===== src/rtl/cordic_seq_ctrl_pkg.sv =====
// Shared definitions for the bit-serial CORDIC sequencer and its slices.
// Holds the FSM state type, default geometry and the arctan ROM that the z slice indexes by iter_idx.
package cordic_seq_ctrl_pkg;

  localparam int DEF_WIDTH = 16;
  localparam int DEF_ITERS = 16;
  localparam int DEF_IW    = 4;
  localparam int ATAN_W    = 16;

  typedef enum logic [1:0] {
    ST_IDLE = 2'd0,
    ST_LOAD = 2'd1,
    ST_RUN  = 2'd2,
    ST_DONE = 2'd3
  } state_t;

  // atan(2^-i) with a full circle mapped to 2^16, so 45 degrees = 0x2000
  function automatic logic [ATAN_W-1:0] atan_rom(input logic [3:0] idx);
    logic [ATAN_W-1:0] v;
    v = '0;
    case (idx)
      4'd0:  v = 16'h2000;
      4'd1:  v = 16'h12E4;
      4'd2:  v = 16'h09FB;
      4'd3:  v = 16'h0511;
      4'd4:  v = 16'h028B;
      4'd5:  v = 16'h0146;
      4'd6:  v = 16'h00A3;
      4'd7:  v = 16'h0051;
      4'd8:  v = 16'h0029;
      4'd9:  v = 16'h0014;
      4'd10: v = 16'h000A;
      4'd11: v = 16'h0005;
      4'd12: v = 16'h0003;
      4'd13: v = 16'h0001;
      4'd14: v = 16'h0001;
      4'd15: v = 16'h0000;
    endcase
    return v;
  endfunction

endpackage


===== src/rtl/cordic_seq_ctrl_if.sv =====
// Host/slice-facing control bundle of the CORDIC sequencer.
// master = host and slices (drive start/abort/z_msb); slave = sequencer.
interface cordic_seq_ctrl_if #(parameter int IW = 4);
  logic          start;
  logic          abort;
  logic          z_msb;
  logic          busy;
  logic          done;
  logic          load;
  logic          shift_en;
  logic          first_bit;
  logic          last_bit;
  logic [IW-1:0] iter_idx;
  logic [IW-1:0] bit_idx;
  logic          dir;

  modport master (
    output start, abort, z_msb,
    input  busy, done, load, shift_en, first_bit, last_bit, iter_idx, bit_idx, dir
  );

  modport slave (
    input  start, abort, z_msb,
    output busy, done, load, shift_en, first_bit, last_bit, iter_idx, bit_idx, dir
  );
endinterface


===== src/rtl/cordic_seq_ctrl_cnt.sv =====
// Bit/iteration counter: bit_idx wraps at WIDTH-1, iter_idx saturates at ITERS-1.
// Updates on the edge after i_en; i_clr overrides i_en; o_term flags the final bit of the final iteration.
module cordic_seq_ctrl_cnt #(
  parameter int WIDTH = 16,
  parameter int ITERS = 16,
  parameter int IW    = 4
) (
  input  logic          i_clk,
  input  logic          i_rst_n,
  input  logic          i_clr,
  input  logic          i_en,
  output logic [IW-1:0] o_bit_idx,
  output logic [IW-1:0] o_iter_idx,
  output logic          o_last_bit,
  output logic          o_term
);

  logic [IW-1:0] r_bit_idx;
  logic [IW-1:0] r_iter_idx;
  logic          w_last_bit;
  logic          w_last_iter;

  assign w_last_bit  = (r_bit_idx == IW'(WIDTH - 1));
  assign w_last_iter = (r_iter_idx == IW'(ITERS - 1));

  always_ff @(posedge i_clk or negedge i_rst_n) begin
    if (!i_rst_n) begin
      r_bit_idx  <= '0;
      r_iter_idx <= '0;
    end else if (i_clr) begin
      r_bit_idx  <= '0;
      r_iter_idx <= '0;
    end else if (i_en) begin
      if (w_last_bit) begin
        r_bit_idx <= '0;
        if (!w_last_iter) r_iter_idx <= r_iter_idx + IW'(1);
      end else begin
        r_bit_idx <= r_bit_idx + IW'(1);
      end
    end
  end

  assign o_bit_idx  = r_bit_idx;
  assign o_iter_idx = r_iter_idx;
  assign o_last_bit = w_last_bit;
  assign o_term     = w_last_bit & w_last_iter;

endmodule


===== src/rtl/cordic_seq_ctrl.sv =====
// Sequencer for the bit-serial CORDIC slices: start/done handshake plus load/shift/bit/iteration/direction strobes.
// done lands 2+ITERS*WIDTH cycles after start is sampled; start while busy is dropped, abort returns to IDLE next edge.
module cordic_seq_ctrl
  import cordic_seq_ctrl_pkg::*;
#(
  parameter int WIDTH = DEF_WIDTH,
  parameter int ITERS = DEF_ITERS,
  parameter int IW    = DEF_IW
) (
  input  logic         i_clk,
  input  logic         i_rst_n,
  cordic_seq_ctrl_if.slave bus
);

  state_t        r_state;
  state_t        w_state_nxt;
  logic          r_dir;
  logic          w_cnt_clr;
  logic          w_cnt_en;
  logic          w_last_bit;
  logic          w_term;
  logic [IW-1:0] w_bit_idx;
  logic [IW-1:0] w_iter_idx;

  always_ff @(posedge i_clk or negedge i_rst_n) begin
    if (!i_rst_n) r_state <= ST_IDLE;
    else          r_state <= w_state_nxt;
  end

  always_comb begin
    w_state_nxt = r_state;
    w_cnt_en    = 1'b0;
    w_cnt_clr   = 1'b1;
    case (r_state)
      ST_IDLE: if (bus.start) w_state_nxt = ST_LOAD;
      ST_LOAD: w_state_nxt = ST_RUN;
      ST_RUN: begin
        w_cnt_en  = 1'b1;
        w_cnt_clr = 1'b0;
        if (w_term) w_state_nxt = ST_DONE;
      end
      ST_DONE: w_state_nxt = ST_IDLE;
      default: w_state_nxt = ST_IDLE;
    endcase
    if (bus.abort) begin
      w_state_nxt = ST_IDLE;
      w_cnt_en    = 1'b0;
      w_cnt_clr   = 1'b1;
    end
  end

  cordic_seq_ctrl_cnt #(
    .WIDTH (WIDTH),
    .ITERS (ITERS),
    .IW    (IW)
  ) u_cnt (
    .i_clk      (i_clk),
    .i_rst_n    (i_rst_n),
    .i_clr      (w_cnt_clr),
    .i_en       (w_cnt_en),
    .o_bit_idx  (w_bit_idx),
    .o_iter_idx (w_iter_idx),
    .o_last_bit (w_last_bit),
    .o_term     (w_term)
  );

  // z_msb is only trustworthy before the first shift and right after each iteration's MSB lands
  always_ff @(posedge i_clk or negedge i_rst_n) begin
    if (!i_rst_n) begin
      r_dir <= 1'b0;
    end else if (bus.abort || r_state == ST_DONE) begin
      r_dir <= 1'b0;
    end else if (r_state == ST_LOAD || (r_state == ST_RUN && w_last_bit)) begin
      r_dir <= bus.z_msb;
    end
  end

  assign bus.busy      = (r_state != ST_IDLE);
  assign bus.load      = (r_state == ST_LOAD);
  assign bus.shift_en  = (r_state == ST_RUN);
  assign bus.done      = (r_state == ST_DONE);
  assign bus.first_bit = (r_state == ST_RUN) && (w_bit_idx == '0);
  assign bus.last_bit  = (r_state == ST_RUN) && w_last_bit;
  assign bus.iter_idx  = w_iter_idx;
  assign bus.bit_idx   = w_bit_idx;
  assign bus.dir       = r_dir;

endmodule


===== src/flat_wrapper.sv =====
// flat-port wrapper written by rule: the top's interface ports become plain ports
module cordic_seq_ctrl_flat import cordic_seq_ctrl_pkg::*;
#(
  parameter int WIDTH = DEF_WIDTH,
  parameter int ITERS = DEF_ITERS,
  parameter int IW    = DEF_IW
)
  (i_clk, i_rst_n, bus_start, bus_abort, bus_z_msb, bus_busy, bus_done, bus_load, bus_shift_en, bus_first_bit, bus_last_bit, bus_iter_idx, bus_bit_idx, bus_dir);
  cordic_seq_ctrl_if #(.IW(IW)) bus_i ();
  input  logic i_clk;
  input  logic i_rst_n;
  input wire logic [$bits(bus_i.start)-1:0] bus_start;
  input wire logic [$bits(bus_i.abort)-1:0] bus_abort;
  input wire logic [$bits(bus_i.z_msb)-1:0] bus_z_msb;
  output wire logic [$bits(bus_i.busy)-1:0] bus_busy;
  output wire logic [$bits(bus_i.done)-1:0] bus_done;
  output wire logic [$bits(bus_i.load)-1:0] bus_load;
  output wire logic [$bits(bus_i.shift_en)-1:0] bus_shift_en;
  output wire logic [$bits(bus_i.first_bit)-1:0] bus_first_bit;
  output wire logic [$bits(bus_i.last_bit)-1:0] bus_last_bit;
  output wire logic [$bits(bus_i.iter_idx)-1:0] bus_iter_idx;
  output wire logic [$bits(bus_i.bit_idx)-1:0] bus_bit_idx;
  output wire logic [$bits(bus_i.dir)-1:0] bus_dir;
  assign bus_i.start = bus_start;
  assign bus_i.abort = bus_abort;
  assign bus_i.z_msb = bus_z_msb;
  assign bus_busy = bus_i.busy;
  assign bus_done = bus_i.done;
  assign bus_load = bus_i.load;
  assign bus_shift_en = bus_i.shift_en;
  assign bus_first_bit = bus_i.first_bit;
  assign bus_last_bit = bus_i.last_bit;
  assign bus_iter_idx = bus_i.iter_idx;
  assign bus_bit_idx = bus_i.bit_idx;
  assign bus_dir = bus_i.dir;
  cordic_seq_ctrl #(.WIDTH(WIDTH), .ITERS(ITERS), .IW(IW)) u_core (.i_clk(i_clk), .i_rst_n(i_rst_n), .bus(bus_i));
endmodule

===== config.mk =====
export PLATFORM = sky130hd
export DESIGN_NAME = cordic_seq_ctrl_flat
export DESIGN_NICKNAME = d
export VERILOG_FILES = /design/src/rtl/cordic_seq_ctrl_pkg.sv /design/src/rtl/cordic_seq_ctrl_if.sv /design/src/rtl/cordic_seq_ctrl_cnt.sv /design/src/rtl/cordic_seq_ctrl.sv /design/src/flat_wrapper.sv
export SDC_FILE = /design/constraint.sdc
export NUM_CORES = 1
export LEC_CHECK = 0
export ABC_AREA = 1
export CAP_MARGIN = 20
export CORE_MARGIN = 2
export CORE_UTILIZATION = 45
export DETAILED_ROUTE_END_ITERATION = 16
export PLACE_DENSITY_LB_ADDON = 0.08
export SYNTH_ARGS = -nofsm -noshare
export SYNTH_HDL_FRONTEND = slang
export SYNTH_SLANG_ARGS = --single-unit

===== constraint.sdc =====
create_clock -name i_clk -period 2.12 [get_ports i_clk]
set_input_delay 0.424 -clock i_clk [delete_from_list [all_inputs] [get_ports i_clk]]
set_output_delay 0.424 -clock i_clk [all_outputs]
set_load 0.05 [all_outputs]

======== Word-level counts from Yosys, hierarchy flattened ========
Cells that the tools add are included.
Widths: inputs -> output; s select.
cells by class
  reduce and logical (&&, ||, !) cells .... 12
  equal/unequal tests ..................... 8
  multiplexer cells ....................... 17
  bitwise gates (word level) .............. 1
  add/sub/neg operators ................... 2
operators with widths
  operator             count
  $mux 4               7
  $add 4x1->4 const B  2
  $eq 4x4->1 const B   2
  $pmux 2 s4           1
  $reduce_bool 2->1    4
  $mux 1               6
  $mux 2               3
  $eq 2x2->1 const B   2
  $logic_not 4->1      1
  $ne 3x2->1 const B   1
  $ne 3x3->1 const B   1
  $reduce_and 3->1     1
  $eq 2x1->1 const B   1
  $logic_and 1x1->1    2
  $logic_not 2->1      1
  $logic_or 1x1->1     2
  $ne 2x2->1 const B   1
  $reduce_and 2->1     1
  $and 1x1->1          1
word-level totals
  word-level logic and storage cells ...... 44
  register bits after elaboration ......... 11
  input bits .............................. 5
  output and inout bits ................... 15

======== Depth between registers and ports, before layout ========
Gate-level depths: netlist of the first run.
  depth in word-level cells ............... 5
  depth in mapped cells ................... 8
  gate-level depth less buffers ........... 8

======== Modules after synthesis ========
Synthesis of the first run repeated with hierarchy kept, for this count alone.
second synthesis, totals
  cells, all modules ...................... 98
  area total of the unflattened synthesis .. 718.2 um^2
modules (own cells, without submodules)
  module               area each (um^2)  times used  cells an instance  seq. area each (um^2)
  cordic_seq_ctrl_cnt  450.4             1           59                 200.2
  cordic_seq_ctrl      267.8             1           39                 75.1

======== Worst setup path before layout of the first run ========
OpenSTA, ideal clock, no wires.
  path type ............................... register to output
  start ................................... reg u_core.r_state[0]
  end ..................................... out bus_first_bit
  arrival ................................. 2165 ps
  required time ........................... 1696 ps
  slack ................................... -469 ps
  path buffers ............................ 0
  stages on the path, launching flop included .. 5
  cells stage by stage .................... dfrtp_1 > inv_1 > ha_1 > nand2_1 > nor3_1
between the ends
  longest elaborated chain between the ends .. 2
RTL lines
  item                    line                   source
  start, declared         cordic_seq_ctrl.sv:15  state_t r_state;
  start signal, assigned  cordic_seq_ctrl.sv:27  else r_state <= w_state_nxt;
  $eq 2x2->1              --
  named net bus_shift_en  flat_wrapper.sv:18     output wire logic [$bits(bus_i.shift_en)-1:0] bus_shift_en;
  $logic_and 1x1->1       cordic_seq_ctrl.sv:82  assign bus.first_bit = (r_state == ST_RUN) && (w_bit_idx == '0);
  end, declared           flat_wrapper.sv:19     output wire logic [$bits(bus_i.first_bit)-1:0] bus_first_bit;
The timed path passes the listed nets, and every way through them passes these cells.

======== Worst setup path in the final report of the first run ========
  start ................................... reg u_core.u_cnt.r_bit_idx[2], in the netlist u_core.u_cnt.o_bit_idx[2]
  end ..................................... out bus_bit_idx[2]
RTL lines
  item                    line                       source
  start, declared         cordic_seq_ctrl_cnt.sv:18  logic [IW-1:0] r_bit_idx;
  start signal, assigned  cordic_seq_ctrl_cnt.sv:38  r_bit_idx <= r_bit_idx + IW'(1);
  end, declared           flat_wrapper.sv:22         output wire logic [$bits(bus_i.bit_idx)-1:0] bus_bit_idx;
No word-level cell between the ends.

==> results of run 1 <==
final cells by class:
cell class,instances,area [sq um]
multi-input cells,64,402.9
fillers,131,525.5
repair buffers,19,200.2
inverters,15,56.30
clock buffers,4,26.28
flip-flops and latches,11,275.3
well taps,16,20.02
worst paths after layout:
path	to	cells after the start	slack (ns)
worst min-delay path	u_core.bus.dir$_DFFE_PN0P_	1	0.50
worst max-delay path	bus_bit_idx[2]	1	0.09
min in group i_clk	u_core.u_cnt.o_bit_idx[0]$_DFF_PN0_	1	0.52
max in group asynchronous	u_core.u_cnt.o_bit_idx[2]$_DFF_PN0_	1	1.27
worst max register to register	u_core.r_state[0]$_DFFE_PN0P_	7	0.69
worst min register to register	u_core.u_cnt.o_bit_idx[0]$_DFF_PN0_	1	0.52
per-stage QoR:
| stage | setup WS [ns] | instance area, sq um | std cells | power, W |
|---|---|---|---|---|
| final | 0.09218 | 980.9 | 129 | 0.0009496 |
| after detailed placement | 0.3777 | 954.7 | 125 | 0.0008103 |
| after global routing | 0.03347 | 980.9 | 129 | 0.001013 |
| after floorplan | 0.09238 | 734.5 | 90 | 0.0006501 |
| after global placement | 0.3977 | 954.7 | 125 | 0.0007988 |
| after CTS | 0.08775 | 980.9 | 129 | 0.0009543 |
synth_stat cells (all sizes together):
library cell and instances:
ha 9, nand2 25, nor2 10, nor3 1, nand4 6, xor2 1
dfrtp 11, or2 1, o21ai 2, a21oi 1, nand3 8, inv 15
cell families (layout without fill, tap and decap cells):
logic type                 count (synthesis)  in the layout
AOI/OAI and AO/OA                          3              3
buffers and inverters                     15             38
DFF                                       11             11
and+or+nand+nor                           51             51
xor gates and xnor gates                   1              1
adders and majority gates                  9              9
layout by cell type (no fill, tap or decap):
master and n:
a21oi_1 1, o21ai_0 2, nor2_4 2, nand2_1 22
buf_4 4, inv_2 1, clkbuf_1 1, nor2_1 7
buf_12 2, clkbuf_4 3, nand4_1 6, or2_2 1
xor2_1 1, nand3_2 2, ha_1 9, nand3_1 6
dfrtp_1 11, nand2_2 3, nor2_2 1, clkdlybuf4s50_1 13
nor3_4 1, inv_1 14
sequential cells by signal, summed over array words and instances (netlist names):
register / cells
u_core.u_cnt.o_bit_idx: 4
u_core.bus.dir: 1
u_core.u_cnt.o_iter_idx: 4
u_core.r_state: 2
power groups by stage:
stage,Sequential [W],Clock [W],Combinational (W)
2_1_floorplan,0.000291,0,0.000360
3_3_place_gp,0.000268,0,0.000531
3_5_place_dp,0.000270,0,0.000541
4_1_cts,0.000265,0.000146,0.000543
5_1_grt,0.000270,0.000161,0.000582
6_report,0.000265,0.000145,0.000539
layer usage:
metal	global-route usage, %	up-vias
met5	0	-
met4	5.455	0
met3	4.082	2
met2	28.24	23
met1	23.24	297
li1	-	330
==> results.cfg, run 1 <==
[route]
drc_errors = 0
wl_met3_um = 88
wl_met2_um = 719
highest-signal-layer = met4
route.vias.total = 652
avgRoutedWirePerCell_um = 11.95
detail_route.first_pass.iterations = 4
drt_wl_total_um = 1541
antenna_violating_nets_post_route = 0
detail_route.iter0.violations = 20
wirelength_met1_um = 726
routed_via_density = 5.054

[die]
height_of_the_die_um = 44.09
placement_rows = 14
die-width_um = 44.09
dieArea_sq_mm = 0.001944
pin_count = 20
core_region_area_sq_mm = 0.001506
floorplan.initialDensity_pct = 48.01

[outcome]
status = completed

[yosys]
post_synth_inst_count = 90
synth_seq_cells = 11
synth_top_family_by_area = simple AND/OR/NAND/NOR gates
yosysSeqAreaShare_pct = 38.06
yosysUniqueCellTypes = 17
synth-simple-area-share_pct = 35.29
synth_warnings = 0
synthTopCellsByArea = dfrtp_1 (38%), ha_1 (16%), nand2_1 (11%)
syn-cell-area_sq_um = 723.2
synth.area.mux_share_pct = 0
synth_xor_xnor_area_share_pct = 1.211
syn_area_per_cell_sq_um = 8.035
synth_adder_area_share_pct = 15.57
synth_area_leader_cell = dfrtp_1
synthesized_area_fraction_occupied_by_ao_oa_aoi_and_oai_cells_pct = 2.076
top_cell_type_s_share_of_synthesized_area_pct = 38.06
synth_nets = 104

[clock_tree]
clockRootBuffer = clkbuf_4
max_buffers_root_to_sink = 2
clk_pin_slew_worst_paths_ns = 0.08
clock-sinks = 11
h-tree-depth = 1
postCtsHoldBufs = 0
cts_made_buffers = 3
post_cts_repair_setup_buffers = 0
cts_tree = built
clk_latency_ns = 0.26
number_of_gates_resized_after_cts = 0

[finish]
insertedDiodeCount = 0
fin_nets = 128
drive_above_1_share_pct = 17.70
utilization_pct = 65.12
area.growth.synth_to_final_pct = 35.64

[grt]
first_global_vias = 603
largest_net_degree_at_the_start_of_global_routing = 12
globalRouteTotalUtil_pct = 17.47
grt_antenna_before_repair = 0
global_route_wire_length_before_repair_um = 2511
grt-ovfl-total = 0

[timing]
timing.setup.tns_ns = 0
timing.max_slew.rel_slack_pct = 64.83
tightest_slew_ns = 0.5259
period_share_pct = 95.65
hold_ws_ns = 0.5042
max_freq_mhz = 493.1
timing_max_transition_violations_final = 0
rsz0062_at_grt = false
hold_viol_final = 0
skew_ns = 0.001383
period_needed_ns = 2.028
setup_viol = 0

[critical_path]
crit_required_ns = 1.70
rr_startpoint = u_core.r_state[0]$_DFFE_PN0P_
crit_start = u_core.u_cnt.o_bit_idx[2]$_DFF_PN0_
slowest_stage = clkdlybuf4s50_1
critical_path_buf_inv_count = 1
crit_family = buffers and inverters
crit_chain = clkdlybuf4s50_1
start_kind = flip-flop
critPathMaxFanout = 7
end_kind = output pin
critical_path.max_stage_delay_ns = 0.85
setup.worst_path.class = reg -> out
cp_data_arrival_time_ns = 1.60

[placement]
hpwl_um = 1253
gp_congestion = 0.7739
place.port_buffers = 19

[power]
peakVddDrop_mv = 0.6955
static-leakage-power_nw = 0.4913
cell_internal_pwr_w = 0.0004874
power_per_cell_area_mw_per_mm2 = 968.1
net-switching-power_w = 0.0004622
combPwrFrac_pct = 56.8
switching_part_of_the_total_power_pct = 48.68
power_frac_clock_pct = 15.3
power.share.sequential_pct = 27.9

[min_path]
hold_class = in -> async

[job]
max_cap_viol_count = 0
(Power assumes the default switching activity.)
==> run 2, diff against run 1 <==
--- a/config.mk
+++ b/config.mk
@@ -5,7 +5,6 @@
 export SDC_FILE = /design/constraint.sdc
 export NUM_CORES = 1
 export LEC_CHECK = 0
-export ABC_AREA = 1
 export CAP_MARGIN = 20
 export CORE_MARGIN = 2
 export CORE_UTILIZATION = 45
==> results.cfg, run 2 <==
[placement]
place.port_buffers = 19
dpl_cell_area_sq_um = 867.1
post-place-ws_ns = 0.3557
hpwl_um = 993.5
gp_congestion = 0.7298

[power]
static-leakage-power_nw = 0.4167
power_frac_clock_pct = 16.6
switching_part_of_the_total_power_pct = 45.14
net-switching-power_w = 0.0003777
peakVddDrop_mv = 0.8185
cell_internal_pwr_w = 0.0004590
total_power_w = 0.0008366
combPwrFrac_pct = 52.7
power_per_cell_area_mw_per_mm2 = 935.2
power.share.sequential_pct = 30.7

[timing]
setup_viol = 0
post-route-worst-setup-slack_ns = 0.1336
period_needed_ns = 1.986
timing.max_slew.rel_slack_pct = 66.62
rsz0062_at_grt = false
timing_max_transition_violations_final = 0
tightest_slew_ns = 0.4991
hold_viol_final = 0
skew_ns = 0.0004525
period_share_pct = 93.70
timing.setup.tns_ns = 0
hold_ws_ns = 0.4921
max_freq_mhz = 503.4

[die]
pin_count = 20
floorplan.initialDensity_pct = 49.44
dieArea_sq_mm = 0.001788
core_region_area_sq_mm = 0.001334
die-width_um = 42.28
height_of_the_die_um = 42.28
placement_rows = 13

[yosys]
syn_area_per_cell_sq_um = 10.14
yosysUniqueCellTypes = 24
yosys_most_used_dff = dfrtp_1
synth-edff-count = 0
post_synth_inst_count = 65
yosysSeqAreaShare_pct = 41.75
yosysMostFrequentCell = dfrtp_1
post_synth_most_frequent_cells = dfrtp_1 (11), ha_1 (9), inv_1 (6)
synth_nets = 79
synth_area_leader_cell = dfrtp_1
async_reset_ff_share_pct = 100.0
synthTopCellsByArea = dfrtp_1 (42%), ha_1 (17%), xor2_1 (4.0%)
syn-cell-area_sq_um = 659.4
top_cell_type_s_share_of_synthesized_area_pct = 41.75
synth_warnings = 0
synth_seq_cells = 11

[critical_path]
critical_path.max_stage_delay_ns = 0.42
end_kind = output pin
cell_count_of_the_worst_reg_to_reg_path = 5
cp_data_arrival_time_ns = 1.56
timing_endpoint_of_the_critical_path = bus_last_bit
slowest_stage = dfrtp_1
worst_case_register_to_register_setup_slack_ns = 0.63
start_kind = flip-flop
setup.worst_path.class = reg -> out
r2r_end = u_core.bus.dir$_DFFE_PN0P_
crit_required_ns = 1.70
crit_start = u_core.u_cnt.o_bit_idx[0]$_DFF_PN0_
rr_startpoint = u_core.u_cnt.o_bit_idx[0]$_DFF_PN0_
critPathMaxFanout = 7
crit_chain = ha_1, and3_2, and2_1, buf_12

[grt]
largest_net_degree_at_the_start_of_global_routing = 12
globalRouteTotalUtil_pct = 15.98
grt_antenna_before_repair = 0
global_route_wire_length_before_repair_um = 2139
first_global_vias = 497
grt-ovfl-total = 0

[finish]
drive_above_1_share_pct = 17.24
area_taken_by_flip_flops_and_latches_sq_um = 275.3
insertedDiodeCount = 0
layout_common_cells = clkdlybuf4s50_1 (13), dfrtp_1 (11), ha_1 (9)
multi_input_comb_area_sq_um = 347.8
fin_nets = 102
area.growth.synth_to_final_pct = 35.67
mostFrequentLayoutCell = clkdlybuf4s50_1
design_area_sq_um = 894.6
nFillCells = 124

[route]
detail_route.first_pass.iterations = 2
routed_via_density = 5.225
route.vias.total = 533
avgRoutedWirePerCell_um = 12.16
drc_errors = 0
detail_route.iter0.violations = 1
drt_wl_total_um = 1240
antenna_violating_nets_post_route = 0

[clock_tree]
clock-sinks = 11
cts_tree = built
clk_pin_slew_worst_paths_ns = 0.07
max_buffers_root_to_sink = 2
h-tree-depth = 1
clockRootBuffer = clkbuf_4
clk_latency_ns = 0.26
cts_made_buffers = 3
postCtsHoldBufs = 0

[job]
max_cap_viol_count = 0

[min_path]
hold_class = in -> async

[outcome]
status = completed
## run 2: cell count changes in the layout (fill, tap and decap cells not counted), sizes merged, moves of 2 or more
cell,delta
xor2,+2
and3,+3
nand2,-22
nand3,-3
nand4,-6
a211oi,+2
nor2,-5
inv,-8
a21oi,+4
## run 2: how the worst min path moves through the flow
stage / to / slack (ns) / cells past startpoint / from
final: u_core.u_cnt.o_bit_idx[2]$_DFF_PN0_ / 0.49 / 1 / i_rst_n
after global routing: u_core.u_cnt.o_iter_idx[3]$_DFFE_PN0P_ / 0.52 / 1 / i_rst_n
after CTS: u_core.u_cnt.o_iter_idx[3]$_DFFE_PN0P_ / 0.51 / 1 / i_rst_n
after detailed placement: u_core.u_cnt.o_bit_idx[0]$_DFF_PN0_ / 0.54 / 1 / u_core.u_cnt.o_bit_idx[0]$_DFF_PN0_
after global placement: u_core.u_cnt.o_bit_idx[0]$_DFF_PN0_ / 0.50 / 1 / u_core.u_cnt.o_bit_idx[0]$_DFF_PN0_
after floorplan: u_core.bus.dir$_DFFE_PN0P_ / 0.13 / 0 / i_rst_n
## run 2: what timing repair did
item / 4_1_cts / 5_1_grt
gates resized for setup: 0 / 1
endpoints found under the setup margin: 0 / 1
buffers inserted: 0 / 0
## run 2: area by class of cell
cell class                      instances  area share [%]
Sequential cell                        11           30.77
Clock buffer                            4           2.937
Tap cell                               15           2.098
Inverter                                7           2.937
Multi-Input combinational cell         46           38.88
Timing Repair Buffer                   19           22.38
## run 2: metal layers
layer,GRT usage (%),up-vias,part of all wire (%),wire (um)
met5,0,-,0,0
met4,9.375,0,2.3,29
met3,3.448,4,5.5,68
met2,24.62,14,45,553
met1,20.38,244,47,588
li1,-,271,-,-
## run 2: cell families (layout without fill, tap and decap cells)
kind of cell | after synthesis | after routing | share of synthesized area [%]
fa+ha+maj | 9 | 9 | 17.08
flops | 11 | 11 | 41.75
buf+inv | 8 | 30 | 5.692
simple gates | 22 | 22 | 18.41
xor+xnor | 4 | 4 | 5.314
compound gates | 10 | 10 | 10.25
mux | 1 | 1 | 1.518
## run 2: power groups by stage
stage / registers, W / logic [W] / clock network [W]
2_1_floorplan: 0.000281 / 0.000290 / 0
3_5_place_dp: 0.000261 / 0.000443 / 0
4_1_cts: 0.000257 / 0.000447 / 0.000146
3_3_place_gp: 0.000260 / 0.000444 / 0
6_report: 0.000257 / 0.000441 / 0.000139
5_1_grt: 0.000262 / 0.000473 / 0.000160
## run 2: critical path, delay by kind of cell, from the launching register on
| kind | cells | cell delay, ns |
|---|---|---|
| flops | 1 | 0.42 |
| fa+ha+maj | 1 | 0.25 |
| buf+inv | 1 | 0.15 |
| simple gates | 2 | 0.48 |
## run 2: through the flow
step	std cells	util [%]
6_report	102	67.07
4_1_cts	102	66.98
3_5_place_dp	98	65.01
2_1_floorplan	65	-
5_1_grt	102	67.07
3_3_place_gp	98	65.01
==> run 3, diff against run 2 <==
--- a/config.mk
+++ b/config.mk
@@ -7,7 +7,7 @@
 export LEC_CHECK = 0
 export CAP_MARGIN = 20
 export CORE_MARGIN = 2
-export CORE_UTILIZATION = 45
+export CORE_UTILIZATION = 25
 export DETAILED_ROUTE_END_ITERATION = 16
 export PLACE_DENSITY_LB_ADDON = 0.08
 export SYNTH_ARGS = -nofsm -noshare
==> results.cfg, run 3 (same netlist as run 2, synthesis figures left out) <==
[timing]
max_freq_mhz = 500.0
period_share_pct = 94.34
tightest_slew_ns = 0.5229
rsz0062_at_grt = false
skew_ns = 0.005401
post-route-worst-setup-slack_ns = 0.1200
setup_viol = 0
timing.max_slew.rel_slack_pct = 65.03
hold_viol_final = 0
timing_max_transition_violations_final = 0
period_needed_ns = 2.000
timing.setup.tns_ns = 0
hold_ws_ns = 0.5004

[min_path]
hold_class = in -> async

[grt]
first_global_vias = 522
global_route_wire_length_before_repair_um = 2421
grt-ovfl-total = 0
globalRouteTotalUtil_pct = 9.912
largest_net_degree_at_the_start_of_global_routing = 12
grt_antenna_before_repair = 0

[die]
die-width_um = 55.36
placement_rows = 18
core_region_area_sq_mm = 0.002477
dieArea_sq_mm = 0.003064
height_of_the_die_um = 55.36
pin_count = 20
floorplan.initialDensity_pct = 26.62

[clock_tree]
clockRootBuffer = clkbuf_4
cts_tree = built
number_of_gates_resized_after_cts = 0
postCtsHoldBufs = 0
cts_made_buffers = 3
h-tree-depth = 1
clock-sinks = 11
max_buffers_root_to_sink = 2
post_cts_repair_setup_buffers = 0
clk_latency_ns = 0.26
clk_pin_slew_worst_paths_ns = 0.08

[route]
route.vias.total = 523
antenna_violating_nets_post_route = 0
routed_via_density = 4.432
detail_route.first_pass.iterations = 4
drt_wl_total_um = 1396
detail_route.iter0.violations = 7
avgRoutedWirePerCell_um = 11.83
drc_errors = 0

[critical_path]
cell_count_of_the_worst_reg_to_reg_path = 6
setup.worst_path.class = reg -> out
cp_data_arrival_time_ns = 1.58
rr_startpoint = u_core.u_cnt.o_bit_idx[0]$_DFF_PN0_
crit_required_ns = 1.70
end_kind = output pin
worst_case_register_to_register_setup_slack_ns = 0.55
start_kind = flip-flop
r2r_end = u_core.bus.dir$_DFFE_PN0P_
critPathMaxFanout = 4

[finish]
area.growth.synth_to_final_pct = 41.37
insertedDiodeCount = 0
mostFrequentLayoutCell = clkdlybuf4s50_1
nFillCells = 265
fin_nets = 103
layout_common_cells = clkdlybuf4s50_1 (13), dfrtp_1 (11), ha_1 (9)
utilization_pct = 37.63
drive_above_1_share_pct = 17.05

[outcome]
status = completed

[placement]
post-place-ws_ns = 0.4269
gp_congestion = 0.7227
place.port_buffers = 19
hpwl_um = 1078

[job]
max_cap_viol_count = 0

[power]
peakVddDrop_mv = 0.4988
total_power_w = 0.0008667
power_per_cell_area_mw_per_mm2 = 929.8
static-leakage-power_nw = 0.4257
==> run 3: cell type report <==
class                   count  area, sq um  area share (%)
multi-input cells          46        346.6           37.18
clock buffers               4        26.28           2.819
inverters                   7        26.28           2.819
flip-flops and latches     11        275.3           29.53
repair buffers             20        220.2           23.62
well taps                  30        37.54           4.027
==> run 3: stage by stage <==
step / cell area (sq um) / std cells
6_report: 932.1 / 118
5_1_grt: 932.1 / 118
4_1_cts: 932.1 / 118
3_5_place_dp: 905.9 / 114
3_3_place_gp: 905.9 / 114
2_1_floorplan: 659.4 / 65
==> run 3: how the worst max path moves through the flow <==
| stage | start | to | slack [ns] |
|---|---|---|---|
| detailed placement | u_core.u_cnt.o_bit_idx[2]$_DFF_PN0_ | bus_bit_idx[2] | 0.43 |
| global placement | u_core.u_cnt.o_bit_idx[2]$_DFF_PN0_ | bus_bit_idx[2] | 0.42 |
| finish | u_core.r_state[0]$_DFFE_PN0P_ | bus_first_bit | 0.12 |
| CTS | u_core.r_state[0]$_DFFE_PN0P_ | bus_first_bit | 0.12 |
| floorplan | u_core.u_cnt.o_bit_idx[0]$_DFF_PN0_ | bus_last_bit | 0.03 |
| global route | u_core.r_state[0]$_DFFE_PN0P_ | bus_first_bit | 0.02 |
==> run 3: worst max-delay path, cell delays in order, from the launching register on <==
cell and delay (ns):
dfrtp_1 0.42, inv_1 0.14, ha_1 0.31, and4bb_2 0.30, buf_12 0.14
==> run 3: layer usage <==
layer / GRT usage (%) / routed length, um
met5: 0 / 0
met4: 3.136 / 13
met3: 3.044 / 73
met2: 15.14 / 605
met1: 13.33 / 703
==> run 3: power by group <==
part	internal, W	switching [W]
clock network	0.0000726	0.0000718
registers	0.000232	0.0000242
logic	0.000170	0.000295
total	0.000475	0.000392
